### src/rtl/apb_master.sv
// ----------------------------------------------------------------------------
// apb_master
//   Bridges a simple valid/ready command port onto an APB completer bus and
//   returns a one-cycle completion pulse carrying read data and error status.
//   Each transfer walks IDLE -> SETUP -> ACCESS. A completer that holds pready
//   low for TIMEOUT_CYCLES access cycles is abandoned, and the completion is
//   flagged as an error and a timeout.
//
// Parameters
//   TIMEOUT_CYCLES : access cycles with pready low before abort (1..255)
//
// Ports
//   pclk, presetn             : clock, synchronous active-low reset
//   cmd_valid / cmd_ready     : command handshake (ready only while IDLE)
//   cmd_write, cmd_addr,
//   cmd_wdata                 : command direction, address, write data
//   rsp_valid                 : one-cycle completion pulse
//   rsp_rdata, rsp_slverr,
//   rsp_timeout               : completion payload, held between pulses
//   paddr, pwdata, psel,
//   penable, pwrite           : registered APB request signals
//   pready, pslverr, prdata   : APB completer response
// ----------------------------------------------------------------------------
module apb_master #(
    parameter int TIMEOUT_CYCLES = 16
) (
    input  logic        pclk,
    input  logic        presetn,
    input  logic        cmd_valid,
    output logic        cmd_ready,
    input  logic        cmd_write,
    input  logic [31:0] cmd_addr,
    input  logic [31:0] cmd_wdata,
    output logic        rsp_valid,
    output logic [31:0] rsp_rdata,
    output logic        rsp_slverr,
    output logic        rsp_timeout,
    output logic [31:0] paddr,
    output logic [31:0] pwdata,
    output logic        psel,
    output logic        penable,
    output logic        pwrite,
    input  logic        pready,
    input  logic        pslverr,
    input  logic [31:0] prdata
);

    typedef enum logic [1:0] {
        ST_IDLE   = 2'd0,
        ST_SETUP  = 2'd1,
        ST_ACCESS = 2'd2
    } state_t;

    // Wait counter is 8 bits wide, enough for the full 1..255 timeout range.
    localparam logic [7:0] TIMEOUT_C = 8'(TIMEOUT_CYCLES);

    state_t      state_r;
    logic [7:0]  wait_cnt_r;
    logic [31:0] paddr_r;
    logic [31:0] pwdata_r;
    logic        psel_r;
    logic        penable_r;
    logic        pwrite_r;
    logic        rsp_valid_r;
    logic [31:0] rsp_rdata_r;
    logic        rsp_slverr_r;
    logic        rsp_timeout_r;

    // Transfer sequencer: state, APB request registers and completion payload.
    always_ff @(posedge pclk) begin
        if (!presetn) begin
            state_r       <= ST_IDLE;
            wait_cnt_r    <= 8'd0;
            paddr_r       <= 32'h0000_0000;
            pwdata_r      <= 32'h0000_0000;
            psel_r        <= 1'b0;
            penable_r     <= 1'b0;
            pwrite_r      <= 1'b0;
            rsp_valid_r   <= 1'b0;
            rsp_rdata_r   <= 32'h0000_0000;
            rsp_slverr_r  <= 1'b0;
            rsp_timeout_r <= 1'b0;
        end else begin
            // Completion is a single-cycle pulse; the payload registers hold.
            rsp_valid_r <= 1'b0;
            case (state_r)
                ST_IDLE: begin
                    if (cmd_valid) begin
                        paddr_r   <= cmd_addr;
                        pwdata_r  <= cmd_wdata;
                        pwrite_r  <= cmd_write;
                        psel_r    <= 1'b1;
                        penable_r <= 1'b0;
                        state_r   <= ST_SETUP;
                    end else begin
                        psel_r    <= 1'b0;
                        penable_r <= 1'b0;
                    end
                end
                ST_SETUP: begin
                    penable_r  <= 1'b1;
                    wait_cnt_r <= 8'd0;
                    state_r    <= ST_ACCESS;
                end
                ST_ACCESS: begin
                    // pready is checked first so a completer answering on the
                    // last allowed cycle still completes normally.
                    if (pready) begin
                        psel_r        <= 1'b0;
                        penable_r     <= 1'b0;
                        rsp_valid_r   <= 1'b1;
                        rsp_slverr_r  <= pslverr;
                        rsp_timeout_r <= 1'b0;
                        rsp_rdata_r   <= (!pwrite_r && !pslverr) ? prdata : 32'h0000_0000;
                        state_r       <= ST_IDLE;
                    end else if (wait_cnt_r == (TIMEOUT_C - 8'd1)) begin
                        wait_cnt_r    <= TIMEOUT_C;
                        psel_r        <= 1'b0;
                        penable_r     <= 1'b0;
                        rsp_valid_r   <= 1'b1;
                        rsp_slverr_r  <= 1'b1;
                        rsp_timeout_r <= 1'b1;
                        rsp_rdata_r   <= 32'h0000_0000;
                        state_r       <= ST_IDLE;
                    end else begin
                        wait_cnt_r <= wait_cnt_r + 8'd1;
                    end
                end
                default: begin
                    psel_r    <= 1'b0;
                    penable_r <= 1'b0;
                    state_r   <= ST_IDLE;
                end
            endcase
        end
    end

    assign cmd_ready   = (state_r == ST_IDLE);
    assign paddr       = paddr_r;
    assign pwdata      = pwdata_r;
    assign psel        = psel_r;
    assign penable     = penable_r;
    assign pwrite      = pwrite_r;
    assign rsp_valid   = rsp_valid_r;
    assign rsp_rdata   = rsp_rdata_r;
    assign rsp_slverr  = rsp_slverr_r;
    assign rsp_timeout = rsp_timeout_r;

endmodule

### config.mk
export PLATFORM = sky130hd
export DESIGN_NAME = apb_master
export DESIGN_NICKNAME = d
export VERILOG_FILES = /design/src/rtl/apb_master.sv
export SDC_FILE = /design/constraint.sdc
export NUM_CORES = 1
export LEC_CHECK = 0
export BUFFER_PORTS_ARGS = -buffer_cell sky130_fd_sc_hd__buf_2
export CORE_MARGIN = 4
export CORE_UTILIZATION = 47
export CTS_BUF_LIST = sky130_fd_sc_hd__clkbuf_2
export DETAILED_ROUTE_END_ITERATION = 7
export GPL_TIMING_DRIVEN = 0
export PLACE_DENSITY = 0.81
export SLEW_MARGIN = 5
export SYNTH_ARGS = -nofsm -noshare
export SYNTH_HDL_FRONTEND = slang
export SYNTH_SLANG_ARGS = --single-unit
### constraint.sdc
create_clock -name pclk -period 1.84 [get_ports pclk]
set_input_delay 0 -clock pclk [delete_from_list [all_inputs] [get_ports pclk]]
set_output_delay 0 -clock pclk [all_outputs]
set_load 0.05 [all_outputs]
## Word level (Yosys, flattened, before mapping)

Index checks and enable logic that the tools add are counted.

| word-level totals | value |
|---|---|
| bits in registers | 112 |
| input port bits | 102 |
| output and inout port bits | 103 |
| logic and storage cells | 51 |

| cells by class | value |
|---|---|
| add/sub/neg operators | 1 |
| equality and inequality tests | 6 |
| mux-type cells | 20 |
| bitwise gates (word level) | 1 |
| reductions and logical operators | 12 |

Operator list:

| cell | number |
|---|---|
| 32-bit 2-to-1 mux | 3 |
| 8-bit 2-to-1 mux | 2 |
| 8-bit one-hot mux with 2 select lines | 1 |
| 2-bit AND reduction | 6 |
| 8-bit by 1-bit adder with 8-bit output, second input constant | 1 |
| 8-bit by 4-bit == test with 1-bit output, second input constant | 1 |
| 1-bit 2-to-1 mux | 8 |
| 2-bit 2-to-1 mux | 3 |
| 2-bit one-hot mux with 3 select lines | 1 |
| 2-bit inequality test, second input constant | 2 |
| 2-bit nonzero test | 2 |
| 3-bit inequality test, second input constant | 1 |
| 1-bit one-hot mux with 3 select lines | 1 |
| 2-bit by 1-bit == test with 1-bit output, second input constant | 1 |
| 2-bit == test, second input constant | 1 |
| 1-bit zero test | 2 |
| 2-bit zero test | 1 |
| 1-bit one-hot mux with 2 select lines | 1 |
| 1-bit logical AND | 1 |
| 1-bit NOT | 1 |

## Logic depth before layout (Yosys ltp)

| logic depth | value |
|---|---|
| depth after elaboration | 4 |
| mapped depth | 7 |

## Worst setup path before layout

OpenSTA, ideal clock, no wires.

| timing path | value |
|---|---|
| path type | register to register |
| start | register state_r[1] |
| end | register pwrite_r (netlist: pwrite) |
| setup time | 0.132 ns |
| arrival | 1.862 ns |
| required time | 1.708 ns |
| slack | -0.155 ns |
| cell stages (with the launch flop) | 8 |
| buffers on the path | 3 |
| period minus slack after synthesis | 1.995 ns |
| cells stage by stage | dfxtp_1 > buf_4 > nor2_1 > nand2_1 > buf_2 > buf_2 > nand2_1 > a21oi_1 |

| between the ends | value |
|---|---|
| word-level cells in the longest chain between the ends | 2 |

RTL lines:

| what | line | source |
|---|---|---|
| start: declaration | 57 | `state_t state_r;` |
| start signal: assignment | 72 | `state_r <= ST_IDLE;` |
| start signal: assignment | 94 | `state_r <= ST_SETUP;` |
| start signal: assignment | 103 | `state_r <= ST_ACCESS;` |
| 2-bit zero test | - |  |
| net cmd_ready | 30 | `output logic cmd_ready,` |
| 2-bit AND reduction (no source line) | - |  |
| end signal: assignment | 91 | `pwrite_r <= cmd_write;` |
| end: declaration | 63 | `logic pwrite_r;` |

The timed path passes the listed nets, and every way through them passes these cells.
A chain may end at the register's enable or synchronous reset.

## Final worst setup path

| timing path | value |
|---|---|
| start | register state_r[1] |
| end | register paddr_r[6] (netlist: paddr[6]) |

| between the ends | value |
|---|---|
| word-level cells in the longest chain between the ends | 2 |

RTL lines:

| what | line | source |
|---|---|---|
| 2-bit zero test | 86 | `case (state_r)` |
| 2-bit AND reduction (no source line) | - |  |
| end signal: assignment | 89 | `paddr_r <= cmd_addr;` |
| end: declaration | 59 | `logic [31:0] paddr_r;` |

No other way between the ends.

==> metrics.cfg <==
[outcome]
status = finished clean

[worst_setup_path]
critPathKind = flip-flop to flip-flop
rr_endpoint = paddr[6]$_SDFFE_PN0P_
cp.arrival_ns = 2.27
reg2reg_setup_slack_ns = 0.05
cp.required_ns = 2.32
crit_fanout = 10
start_kind = flip-flop
reg2reg_depth = 7
r2r_start = state_r[1]$_SDFFE_PN0P_
critPathCaptureType = flip-flop

[global_route]
grt_antenna_before_repair = 0
grt_pass1_vias = 4890
grt_pass1_wl_um = 24000
grtUsageTotal = 0.298
grt_overflow_total = 0
grt_max_degree = 18

[sta]
min_period_over_period = 0.971
relSlewSlack = 0.638
finalHoldViolations = 0
max_freq_ghz = 0.560
worstMarginPinSlew_ns = 0.543
setup_viol = 0
skew_ns = 0.0331
post-route-min-period_ns = 1.79
setup_tns_ns = 0
maxSlewViolCount = 0
rsz0062_at_grt = yes

[synthesis]
synth-async-reset-ratio = 0
synth_compound_area_frac = 0.196
synth_cells = 439
ys_seq_elements = 112
ys.flop_type = dfxtp_1
yosysWarnings = 0
synth_cell_type_count = 37
synthSimpleGateAreaFrac = 0.183
synth-edff-count = 0
syn_nets = 542
synth_adder_area_share = 0.00311
seq_area_frac_synth = 0.557
syn-cell-area_mm2 = 0.00403
synth_xor_area_frac = 0
synth_mux_area_frac = 0.00497
synth_top_family_by_area = compound AO/OA/AOI/OAI gates
syn_avg_cell_area_um2 = 9.17

[placed_design]
numPlacedInstances = 748
place_area_mm2 = 0.00518
numPortBuffers = 204
post-dp-hpwl_um = 8620
routabilityCongestion = 0.818

[clocking]
cts_sinks = 112
htree_levels = 3
cts_buffers = 9
insertion_delay_ns = 0.54
clock_path_buffers = 2
cts_tree = built
clock-root-buffer = clkbuf_2
clkTransAtPathRegs_ns = 0.29

[hold_path]
holdPathStages = 3
whs_endpoint = rsp_rdata[15]$_SDFFE_PN0P_
hold_path.class = input port to flip-flop
hold_start = prdata[15]

[layout]
area_growth_pct = 60.6
drive_above_1_share = 0.339
finalNetCount = 872
diodes = 0
finalInstanceArea_mm2 = 0.00647
final_cells = 879
fill_cells = 496

[floorplanning]
io_pins = 205
dieHeight_um = 101
core_area_mm2 = 0.00826
rows = 33
die_w_um = 101
dieArea_mm2 = 0.0101
start_util = 0.488

[power]
pwr-share-comb = 0.253
switching_share = 0.334
seq_power_share = 0.548
power_switching_mw = 1.59
power_density_mw_per_mm2 = 734
clock_power_share = 0.199
power.leakage_nw = 3.02
internal_power_mw = 3.16
irDropWorstVdd_mv = 0.477

[detailed_routing]
vias = 4628
routed_wl_um = 15400
avgRoutedWirePerCell_um = 17.6
drtIter0Drc = 191
dr.pass1.iters = 5
routed_via_density = 5.27
drcViolationCount = 0
route.antenna.remaining_nets = 0

[flow_run]
drv_cap = 0

through the flow:
stage          setup WS, ns  total power [mW]  hold WS, ns  utilization
2_1_floorplan         0.132              3.27        0.114            -
4_1_cts              0.0262              4.70        0.140        0.779
6_report             0.0530              4.75        0.180        0.783
3_5_place_dp          0.203              3.57        0.212        0.628
3_3_place_gp          0.239              3.55        0.212        0.628
5_1_grt             -0.0385              4.92        0.125        0.783
power by group through the flow:
stage	logic (mW)	clock network [mW]	registers, mW
after floorplan	0.284	0	2.99
after global routing	1.27	1.04	2.61
after global placement	0.922	0	2.63
after detailed placement	0.935	0	2.64
final	1.20	0.946	2.60
after CTS	1.13	0.967	2.59
worst max path at each step:
stage                                          start                        end
after floorplan              state_r[1]$_SDFFE_PN0P_        pwrite$_SDFFE_PN0P_
after global placement    wait_cnt_r[0]$_SDFFE_PN0P_  rsp_rdata[6]$_SDFFE_PN0P_
after detailed placement  wait_cnt_r[0]$_SDFFE_PN0P_  rsp_rdata[3]$_SDFFE_PN0P_
after CTS                    state_r[1]$_SDFFE_PN0P_      paddr[9]$_SDFFE_PN0P_
after global routing         state_r[1]$_SDFFE_PN0P_     paddr[14]$_SDFFE_PN0P_
final                        state_r[1]$_SDFFE_PN0P_      paddr[6]$_SDFFE_PN0P_
cell usage after synthesis, drive strengths merged, types with 3 or more instances:
| master | instances | share of area |
|---|---|---|
| nand2 | 140 | 0.13 |
| a21oi | 70 | 0.090 |
| a22o | 32 | 0.070 |
| buf | 23 | 0.048 |
| nor2 | 11 | 0.010 |
| nor2b | 5 | 0.0096 |
| nand3 | 3 | 0.0037 |
| clkbuf | 7 | 0.0065 |
| o21ai | 3 | 0.0037 |
| a31oi | 7 | 0.011 |
| dfxtp | 112 | 0.56 |
| and2 | 3 | 0.0047 |
flip-flops by register name, summed over array words and instances (netlist names):
name,flops
rsp_rdata,32
wait_cnt_r,8
pwdata,32
pwrite,1
rsp_timeout,1
state_r,2
paddr,32
rsp_valid,1
psel,1
penable,1
rsp_slverr,1
cells by family (layout without fill, tap and decap cells):
logic type / Yosys count / after routing
AO/OA/AOI/OAI: 121 / 121
adder cells (fa/ha/maj): 1 / 1
buffers and inverters: 32 / 367
flip-flops: 112 / 112
multiplexers: 2 / 2
AND/OR/NAND/NOR: 171 / 171
what timing repair did:
item / in CTS / in global routing
hold buffers: 116 / 0
endpoints found under the setup margin: 0 / 18
buffers inserted: 0 / 0
hold endpoints to repair: 106 / 0
gates resized for setup: 0 / 18
placed cells by master, fill, tap and decap left out, types with 4 or more instances in the layout:
cell	netlist	routed
buf_2	6	208
nand2_1	140	139
dlygate4sd3_1	0	115
dfxtp_1	112	109
a21oi_1	69	64
a22o_1	32	32
buf_6	12	13
clkbuf_2	0	11
nor2_1	11	10
clkbuf_1	7	7
a31oi_1	7	7
a21oi_2	0	5
nor2b_1	4	4
critical path, stage by stage (launching register included):
cell and delay [ns]:
dfxtp_2 0.38, buf_4 0.17, nor2_4 0.12, and2_4 0.18, buf_8 0.14, nand2_1 0.09, a21oi_2 0.12, dlygate4sd3_1 0.55
metal layers:
layer  part of all wire  GRT usage  vias up
met5                  0          0        -
li1                   -          -     2142
met2               0.49      0.530      306
met3              0.096     0.0865       53
met1               0.38      0.329     2127
met4              0.032      0.130        0
cell type report:
class	count	area [µm²]	share of cell area
multi-input cells	295	1590	0.246
flip-flops and latches	112	2250	0.347
clock inverters	6	36.3	0.00561
inverters	2	7.51	0.00116
clock buffers	10	50.0	0.00774
well taps	105	131	0.0203
plain buffers	30	235	0.0364
repair buffers	319	2170	0.336
No activity file was read; power rests on OpenSTA's default activity.
